`src/rtl/gpr.sv`:
```
// General-purpose register: WIDTH bit slices, each a D flip-flop with async
// clear, a load/hold mux and an AND gate that zeroes the bus when disabled.

module gpr_slice (
    input  logic clk,
    input  logic reset,
    input  logic load_en,
    input  logic out_en,
    input  logic d_in,
    output logic q_out
);

    logic bit_q;
    logic bit_d;

    // Load/hold mux in front of the flop
    always_comb begin
        bit_d = bit_q;
        if (load_en) begin
            bit_d = d_in;
        end
    end

    always_ff @(posedge clk or posedge reset) begin
        if (reset) begin
            bit_q <= 1'b0;
        end else begin
            bit_q <= bit_d;
        end
    end

    // Zero when disabled so several registers can be OR-combined onto one bus
    assign q_out = bit_q & out_en;

endmodule

module gpr #(
    parameter int unsigned WIDTH = 8
) (
    input  logic             clk,
    input  logic             reset,
    input  logic             load_en,
    input  logic             out_en,
    input  logic [WIDTH-1:0] bus_in,
    output logic [WIDTH-1:0] bus_out
);

    for (genvar i = 0; i < int'(WIDTH); i++) begin : g_slice
        gpr_slice u_slice (
            .clk     (clk),
            .reset   (reset),
            .load_en (load_en),
            .out_en  (out_en),
            .d_in    (bus_in[i]),
            .q_out   (bus_out[i])
        );
    end

endmodule

```
`config.mk`:
```
export PLATFORM = sky130hd
export DESIGN_NAME = gpr
export DESIGN_NICKNAME = d
export VERILOG_FILES = /design/src/rtl/gpr.sv
export SDC_FILE = /design/constraint.sdc
export NUM_CORES = 1
export LEC_CHECK = 0
export CAP_MARGIN = 20
export CORE_AREA = 2 2 39 41
export DETAILED_ROUTE_END_ITERATION = 8
export DIE_AREA = 0 0 41 43
export PLACE_DENSITY = 0.63
export SYNTH_ARGS = -nofsm -noshare
export SYNTH_HDL_FRONTEND = slang
export SYNTH_HIERARCHICAL = 1
export SYNTH_SLANG_ARGS = --single-unit
```
`constraint.sdc`:
```
create_clock -name clk -period 2.3 [get_ports clk]
set_input_delay 0.46 -clock clk [delete_from_list [all_inputs] [get_ports clk]]
set_output_delay 0.46 -clock clk [all_outputs]
set_load 0.03 [all_outputs]
```
After elaboration in Yosys (flattened, before gate mapping). Index checks and enable logic that the tools add are counted.

Bits in registers: 8. Bits of input ports: 12. Word-level logic and storage cells: 16. Output and inout bits: 8.

Bitwise logic cells: 8.

Operators with widths (count): bitwise AND 1 bit (8).

Longest topological paths before layout.
Word-level depth: 1. Mapped depth: 1. Depth with buffers taken out: 1.

Hierarchy. Netlist, hierarchy kept.

Modules (own cells, without submodules): gpr_slice (cells each 4, area each 50.0 sq um, sequential area each 25.0 sq um, times used 8).

Worst setup path before layout. No wires, ideal clock.

Path kind: input-to-output. From: in out_en. To: out bus_out[0]. Required time: 1.840 ns. Arrival: 0.741 ns. Path buffers: 0. Slack: 1.099 ns. Stages on the path: 1. Cell sequence: and2_1.

Longest elaborated chain between the ends: 1.

RTL lines: start, declared (line 43) `input logic out_en,`; bitwise AND 1 bit (line 33) `assign q_out = bit_q & out_en;`; end, declared (line 45) `output logic [WIDTH-1:0] bus_out`.

No other way between the ends.

Final worst setup path.
From: in out_en. To: out bus_out[7].

The elaborated chain is that of the path after synthesis.

==> run summary <==
The area of the die is ~0.0018 mm2. The number of standard-cell rows in the floorplan is 14. Buffers inserted to repair hold after CTS numbered 0. The clock sink count came out at 8. Pin placement for this block handled 20 I/O pins. The clock-pin slew reported for the worst setup and hold paths after clock tree synthesis is roughly 0.050 ns. After the flow finishes, the layout carries non-filler instances totaling 70. The buffer levels on the longest clock path is 2. The timing-limited maximum frequency is 544 MHz. The area share of the leading cell type in the synthesized netlist came out at 50.0%. The flow ran to the end, and the final reports show no timing, DRC or antenna violations. The worst setup slack before clock tree synthesis came out at 0.469 ns. The clock network fraction of design power came out at 28.1%. The total power consumption of the routed design is between 300 and 400 uW. The wire length of the first global-routing pass came out at 1.18 mm.

The number of antenna violations at the first check in global routing came to 0. Summing every instance area after synthesis gives between 400 and 500 um2. The worst reg2reg path endpoint is g_slice[0].u_slice/bit_q$_DFFE_PP0P_. The worst hold path terminates at g_slice[1].u_slice/bit_q$_DFFE_PP0P_. The switching portion of total power came out at 25.6%. The clock tree from TritonCTS is done. In the final layout, the registers with the most flip-flops are g_slice.u_slice/bit_q (8). The floorplan step set the die width to 41 um. The port buffer count is 19. The peak supply drop came out at 0.301 mV. Yosys attributes the largest share of cell area to sky130_fd_sc_hd__dfrtp_1 50%, sky130_fd_sc_hd__mux2_4 30%, sky130_fd_sc_hd__and2_1 13%. The number of warning messages in the yosys log is 6.

The arrival time at the worst endpoint is 1.38 ns. The largest fanout of any net on the critical path is 8. The critical path required time came out at around 1.8 ns. The category of the worst setup path capture point is an output port. Registers are responsible for around 44% of the overall power. The number of global-route vias before repair was approximately 280. In this run the clock root is driven by a sky130_fd_sc_hd__clkbuf_4. The count of cells resized by post-cts repair came out at 0. For this configuration, the core starts out at a cell density of around 29%.

The number of DRC markers after the initial detailed-route iteration is 5. The ratio of total power to cell area is 594 mW/mm2. Wires add up to 769 um. The number of buffers inserted during clock tree synthesis is 3. The leakage power total is 0.000321 uW. The average instance in the mapped netlist occupies between 10 and 15 um2. The power spent charging and discharging nets is slightly above 90 uW. The total global-route track usage came out at between 10% and 20%.

Measured against its own limit, the worst slew margin works out to 63.2%. The number of iterations in the first detailed-routing pass came out at 4. The post-synthesis cell type with the largest combined area is sky130_fd_sc_hd__dfrtp_1. The setup TNS is 0 ns. The post-synthesis net count is 44. The largest net degree at the start of global routing is 9.

g_slice.u_slice/bit_q holds more flip-flops than any other register. The final critical delay including setup and external delays came out at 1.84 ns. Across the routed clock network, the largest skew measured is 0 ns. After legalization and detailed placement, the total HPWL measured 549 um. The count of unique library cells instantiated by Yosys is 4. The number of antenna diodes in the final layout is 0. The startpoint identified for the worst register-to-register timing path is g_slice[0].u_slice/bit_q$_DFFE_PP0P_. The final estimated routing congestion in global placement is 0.585. Setup violations remaining at the end of the flow were counted as 0. Setup repair after global routing left no endpoint under its margin.

The number of nets in the layout came out at just under 70. Along the worst hold path, the cell count comes to 1. The final-report max-slew violation count came out at 0.

The length in cells of the worst reg-to-reg path came out at 1. The placeable core region is roughly 0.0014 mm2. The number of placed instances, taps included is 67. In the final layout, the share of cells above drive strength 1 is 35.2%. The slack of the worst reg-to-reg path is ~1.6 ns. The routed layout has 298 vias. The actual slew at the worst max-slew pin came out at 0.551 ns.

The part of the cycle the worst path needs is 79.9%. The worst min-delay path startpoint is g_slice[1].u_slice/bit_q$_DFFE_PP0P_. The number of levels in the clock H-tree is 1.

The final hold violation count is 0. The register with the most flip-flops in the layout has 8 of them. Once the clock tree was built, the setup fixing pass inserted 0 buffers.

The worst setup path is launched from a primary input. The total of flip-flops plus latches after synthesis came out at 8. The worst-skew pair later-pin latency came out at approximately 0.24 ns. The share of synthesized area occupied by flip-flops and latches is 50.0%.

The setup path with the least slack is of type primary input to output port. The aggregate global routing overflow is 0. The synthesis-to-layout area growth came out at 53.1%.

In this run the worst setup path begins at out_en. The floorplan step set the die height to 43 um. The number of vias per cell after detailed routing came out at 4.26. The post-detailed-route count of antenna-violating nets came out at 0. The synthesized instance count came out at 32. Combinational cells account for 27.5% of the total power.

The worst path setup slack after routing came out at 0.463 ns. The post-detailed-route DRC marker count is 0. The tightest min-delay check is of the flop to flop type.

The internal power of the cells is 271 uW. The number of violations of the max-capacitance limit is 0. The mean routed wirelength per cell is 11.0 um.
[layer usage]
metal | wire (um) | vias up | track usage [%]
met5 | 0 | - | 0
met4 | 13 | 0 | 10.0
met3 | 109 | 2 | 3.66
met2 | 308 | 16 | 12.8
met1 | 337 | 136 | 13.9
li1 | - | 144 | -
[through the flow]
stage / hold slack, ns / area, um2 / util (%)
floorplan: 0.189 / 400 / -
global placement: 0.486 / 591 / 42.7
detailed placement: 0.488 / 591 / 42.7
CTS: 0.505 / 613 / 44.3
global route: 0.521 / 613 / 44.3
finish: 0.502 / 613 / 44.3
[worst max-delay path, stage by stage]
cell,delay (ns)
sky130_fd_sc_hd__clkdlybuf4s50_1,0.59
sky130_fd_sc_hd__and2_1,0.17
sky130_fd_sc_hd__buf_4,0.15
[synthesized netlist by cell type]
master / number
sky130_fd_sc_hd__dfrtp_1: 8
sky130_fd_sc_hd__and2_1: 8
sky130_fd_sc_hd__mux2_4: 8
sky130_fd_sc_hd__inv_1: 8
[worst max-delay path by stage]
stage               cells past startpoint          to
CTS                                     3  bus_out[7]
floorplan                               1  bus_out[0]
global placement                        3  bus_out[3]
finish                                  3  bus_out[7]
detailed placement                      3  bus_out[3]
global route                            3  bus_out[7]
[cells in the final DEF (no fill, tap or decap)]
master and instances:
sky130_fd_sc_hd__and2_1 8, sky130_fd_sc_hd__mux2_4 8, sky130_fd_sc_hd__buf_4 8, sky130_fd_sc_hd__clkbuf_4 3, sky130_fd_sc_hd__inv_1 8, sky130_fd_sc_hd__dfrtp_1 8, sky130_fd_sc_hd__clkdlybuf4s50_1 11
[power groups by stage]
stage	clock network, uW	registers (uW)	logic, uW
after global routing	116	163	108
final	102	162	100
after detailed placement	0	164	101
after global placement	0	164	99.9
after floorplan	0	162	56.7
after CTS	110	162	101
[cell type report]
| type | count | area [um2] |
|---|---|---|
| clock buffer | 3 | 22.5 |
| fill | 143 | 771 |
| inverter | 8 | 30.0 |
| multi-input combinational | 16 | 170 |
| sequential | 8 | 200 |
| tap | 16 | 20.0 |
| timing repair buffer | 19 | 170 |
[cells by family (layout without fill, tap and decap cells)]
group | Yosys count | count (layout) | synth area share, %
simple gates | 8 | 8 | 12.5
flops | 8 | 8 | 50.0
mux | 8 | 8 | 30.0
buf+inv | 8 | 30 | 7.50
(Power assumes the default switching activity.)
==> RTL change 1, RTL diff (same flow settings) <==
Register the output `bus_out`; this adds one clock of latency there.
--- a/src/rtl/gpr.sv
+++ b/src/rtl/gpr.sv
@@ -47,2 +47,4 @@
 
+    logic [WIDTH-1:0] bus_d;
+
     for (genvar i = 0; i < int'(WIDTH); i++) begin : g_slice
@@ -54,4 +56,8 @@
             .d_in    (bus_in[i]),
-            .q_out   (bus_out[i])
+            .q_out   (bus_d[i])
         );
+    end
+
+    always_ff @(posedge clk) begin
+        bus_out <= bus_d;
     end
Behaviour: not the same (a bounded check fails within 4 cycles, from zero or initial values and one cycle with reset high).
==> RTL change 1 against the unedited design <==
Area after synthesis is 40% higher; wire length grew 7.8%; critical path type is now reg2out; sequential cell count grew 8; first-iteration DRC count unchanged; setup slack improved by 120 ps; total power rose by 64%; via count grew 18%; global-route usage increased by 2.7 points; clock skew grew 3.1 ps; critical endpoint is now bus_out[6]; critical path depth is 2 lower; sequential share of layout area is 12 points higher; final area is 32% higher.
==> RTL change 1: results (changes against the unedited design) <==
NETLIST_TOP_CELLS_AREA='sky130_fd_sc_hd__dfrtp_1 (36%), sky130_fd_sc_hd__dfxtp_1 (29%), sky130_fd_sc_hd__mux2_4 (21%)'
IR_DROP_mV=0.368  # +22%
CTS_ROOT_BUFFER='sky130_fd_sc_hd__clkbuf_4'
GRT_PASS1_WL_UM=1510  # +28%
NUMPORTBUFFERS=19  # unchanged
AVGVIACOUNTPERCELL=4.44  # +4.4%
YS_ASYNC_SR_FRACTION_PCT=50.0  # -50 points
NETLIST-CELL-TYPE-COUNT=5  # +1
YS_TOP_CELLS_BY_COUNT='sky130_fd_sc_hd__and2_1 (8), sky130_fd_sc_hd__dfrtp_1 (8), sky130_fd_sc_hd__dfxtp_1 (8), sky130_fd_sc_hd__inv_1 (8), sky130_fd_sc_hd__mux2_4 (8)'
YS_WARN_COUNT=6  # unchanged
N_FILL_CELL=126  # -12%
MAPPEDNETLISTNETS=52  # +18%
WORST_SETUP_HOLD_PATH_CLK_SLEW_PS=90  # +40 ps
WORST-ENDPOINT-ARRIVAL_PS=1260  # -120 ps
CRITICAL_PATH.MAX_STAGE_DELAY_PS=660  # +70 ps
TIMING.RR.END='g_slice[6].u_slice/bit_q'
FINAL_NETS=76  # +12%
TIMING.SLEW.HEADROOM_PCT=66.5  # +3.3 points
CELLLEAKAGEPOWER_nW=0.383  # +19%
WIRE_PER_INST_UM=10.5  # -4.5%
CLOCK_INSERTION_DELAY_WORST_SKEW_PS=280  # +40 ps
FRACTION_OF_LAYOUT_INSTANCES_USING_A_DRIVE_STRENGTH_ABOVE_1_PCT=19.0  # -16 points
CRIT_PATH_END='bus_out[6]'
GP_CONGESTION=0.631  # +7.8%
CRITICAL_PATH.MAX_FANOUT=1  # -7
SYNTH_SEQUENTIAL_AREA_RATIO_PCT=64.3  # +14 points
STARTPOINT_OF_THE_WORST_REGISTER_TO_REGISTER_PATH='g_slice[6].u_slice/bit_q'
FIN_SKEW_PS=3.07  # +3.07 ps
DETAILEDROUTE.FIRSTPASSITERATIONCOUNT=4  # unchanged
STATUS='completed'
CRITICAL_PATH.STARTPOINT='bus_out[6]'
GRT.TOTAL_USAGE_PCT=13.3  # +2.7 points
YS_DOMINANT_REG_CELL='sky130_fd_sc_hd__dfxtp_1'
GRT_START_MAX_NET_PINS=10  # +1
CRITPATHTOPFAMILY='buffers and inverters'
HPWL_UM=625  # +14%
NUMBER_OF_GLOBAL_ROUTE_VIAS_BEFORE_REPAIR=359  # +28%
LARGEST_REGISTERS='bus_out: 8 flops, g_slice.u_slice/bit_q: 8 flops'
[RTL change 1: layout make-up]
| cell class | count | area [um^2] | share of cell area [%] |
|---|---|---|---|
| tap | 16 | 20.0 | 2.48 |
| clock buffer | 4 | 36.3 | 4.50 |
| inverter | 8 | 30.0 | 3.72 |
| timing repair buffer | 19 | 190 | 23.6 |
| sequential | 16 | 360 | 44.7 |
| multi-input combinational | 16 | 170 | 21.1 |
[RTL change 1: power breakdown]
part           switching, mW  leakage, nW  internal (mW)
sequential           0.00960        0.160          0.304
combinational         0.0423        0.202         0.0607
clock                 0.0826       0.0210         0.0962
[RTL change 1: cells by family (layout without fill, tap and decap cells)]
family,Yosys count,after routing,synth area share (%)
multiplexers,8,8,21.4
buffers and inverters,8,31,5.36
AND/OR/NAND/NOR,8,8,8.93
flip-flops,16,16,64.3
[RTL change 1: routing by layer]
layer | up-vias | routed length, um | track usage [%]
met5 | - | 0 | 0
met4 | 0 | 12 | 8.00
met3 | 2 | 53 | 4.71
met2 | 16 | 372 | 17.2
met1 | 165 | 391 | 18.5
li1 | 168 | - | -
[RTL change 1: metrics by stage]
stage	utilization, %	setup WS, ps	hold slack (ps)	cells	instance area (um^2)
after floorplan	-	1380	189	40	561
after global placement	55.7	595	467	75	771
after detailed placement	55.7	574	467	75	771
after CTS	58.3	563	492	79	807
after global routing	58.3	518	519	79	807
final	58.3	583	487	79	807
[RTL change 1: worst min path at each step]
stage                                   startpoint                  endpoint  slack [ps]  cells past startpoint
after floorplan                              reset  g_slice[0].u_slice/bit_q         190                      1
after global placement    g_slice[5].u_slice/bit_q                bus_out[5]         470                      1
after detailed placement  g_slice[7].u_slice/bit_q                bus_out[7]         470                      1
after CTS                 g_slice[7].u_slice/bit_q                bus_out[7]         490                      1
after global routing                         reset  g_slice[7].u_slice/bit_q         520                      2
final                     g_slice[4].u_slice/bit_q                bus_out[4]         490                      1
==> RTL change 2, RTL diff (same flow settings) <==
Made on the original files. The parameter `WIDTH` goes from 8 to 10.
--- a/src/rtl/gpr.sv
+++ b/src/rtl/gpr.sv
@@ -37,3 +37,3 @@
 module gpr #(
-    parameter int unsigned WIDTH = 8
+    parameter int unsigned WIDTH = 10
 ) (
Interface: changed (resized bus_in and bus_out); port bits go from 20 to 24. The function was not compared with the original's and may differ.
==> RTL change 2 against the unedited design <==
Critical path depth did not move; final area rose by 26%; via count rose by 24%; clock skew did not move; total power rose by 32%; area after synthesis rose by 25%; setup slack got worse by 49 ps; sequential cell count rose by 2; wire length rose by 20%; sequential power rose by 24%; sequential share of layout area fell by 0.13 points; critical path type unchanged; highest routed layer unchanged.
==> RTL change 2: results (changes against the unedited design) <==
NNONCLKBUFFERS=24  # +5
N_FILL_CELL=136  # -4.9%
WORST-ENDPOINT-ARRIVAL_PS=1430  # +50 ps
CLKBUF_COUNT=4  # +1
POSTSYNTHCELLCOUNT=40  # +25%
STORAGE_ELEMENT_AREA_UM2=250  # +25%
DR.FIRST_ITER.DRC_COUNT=2  # -3
DPL_WORST_SLACK_PS=416  # -53.0 ps
HPWL_UM=684  # +25%
STARTPOINT_OF_THE_WORST_REGISTER_TO_REGISTER_PATH='g_slice[3].u_slice/bit_q'
NUMPORTBUFFERS=23  # +4
MULTI_INPUT_GATES=20  # +4
MET2_USAGE_PCT=18.8  # +5.9 points
GP_CONGESTION=0.645  # +10%
GRT_START_MAX_NET_PINS=11  # +2
WIRE_PER_INST_UM=11.0  # -0.30%
GRT.TOTAL_USAGE_PCT=12.5  # +1.9 points
FINAL-CLK-CELL-SHARE_PCT=4.72  # +1.0 points
GRT_PASS1_WL_UM=1440  # +22%
IR_DROP_mV=0.382  # +27%
TIMING.HOLD.WS_PS=503  # +0.328 ps
AREA_GROWTH_SYN_TO_LAYOUT_PCT=53.8
CRITICAL_PATH.MAX_STAGE_DELAY_PS=630  # +40 ps
DETAILEDROUTE.FIRSTPASSITERATIONCOUNT=2  # -2
PLACE.DETAILED.INSTANCES=80  # +19%
GLOBALROUTEMET3UTIL_PCT=3.14  # -0.52 points
BUFFER_AREA_SHARE_PCT=27.6  # -0.11 points
CRITICAL_PATH.MAX_FANOUT=10  # +2
WORST_SETUP_HOLD_PATH_CLK_SLEW_PS=70  # +20 ps
MULTI_INPUT_AREA_SHARE_PCT=27.6  # -0.11 points
NETLIST_AREA_UM2=500  # +25%
HP-START='g_slice[6].u_slice/bit_q'
NETSWITCHINGPOWER_mW=0.122  # +31%
INSTANCES_NO_FILL=84  # +20%
MET1WIRELENGTH_UM=392  # +16%
MAPPEDNETLISTNETS=54  # +23%
POST_DP_CELL_AREA_UM2=733  # +24%
FINAL_NETS=83  # +22%
STATUS='completed'
MET1_USAGE_PCT=14.0  # +0.19 points
CELLLEAKAGEPOWER_nW=0.407  # +27%
CLOCK_INSERTION_DELAY_WORST_SKEW_PS=260  # +20 ps
MIN_DELAY_WORST_ENDPOINT='g_slice[6].u_slice/bit_q'
NNONCLKINVERTERS=10  # +2
MET2_LENGTH_UM=437  # +42%
TRITONCTS_NUM_SINKS=10  # +2
SYNTH_COMPOUND_GATE_AREA_SHARE_PCT=0  # unchanged
TIMING.RR.END='g_slice[3].u_slice/bit_q'
YS_TOP_CELLS_BY_COUNT='sky130_fd_sc_hd__and2_1 (10), sky130_fd_sc_hd__dfrtp_1 (10), sky130_fd_sc_hd__inv_1 (10), sky130_fd_sc_hd__mux2_4 (10)'
TIGHTESTPINTRANSITION_PS=353  # -198 ps
FRACTION_OF_LAYOUT_INSTANCES_USING_A_DRIVE_STRENGTH_ABOVE_1_PCT=36.8  # +1.6 points
DETAILROUTE.WIRELENGTH.MET3_UM=77  # -29%
LARGEST_REGISTERS='g_slice.u_slice/bit_q: 10 flops'
[RTL change 2: cell types whose count changed after synthesis, sizes merged]
cell / delta
and2: +2
dfrtp: +2
inv: +2
mux2: +2
[RTL change 2: worst max path at each step]
stage | from | end | slack, ps | cells past startpoint
CTS | out_en | bus_out[6] | 410 | 3
detailed placement | out_en | bus_out[6] | 420 | 3
global placement | out_en | bus_out[1] | 410 | 3
finish | out_en | bus_out[6] | 410 | 3
floorplan | out_en | bus_out[0] | 1100 | 1
global route | out_en | bus_out[6] | 370 | 3
[RTL change 2: kinds of logic (layout without fill, tap and decap cells)]
group                  count (synthesis)  in the layout
muxes                                 10             10
DFF                                   10             10
and+or+nand+nor                       10             10
buffers and inverters                 10             38
[RTL change 2: power by group through the flow]
stage	Sequential (mW)	Clock, mW	Combinational, mW
4_1_cts	0.202	0.166	0.126
5_1_grt	0.204	0.173	0.133
3_3_place_gp	0.205	0	0.125
6_report	0.201	0.156	0.125
2_1_floorplan	0.202	0	0.0708
3_5_place_dp	0.205	0	0.126
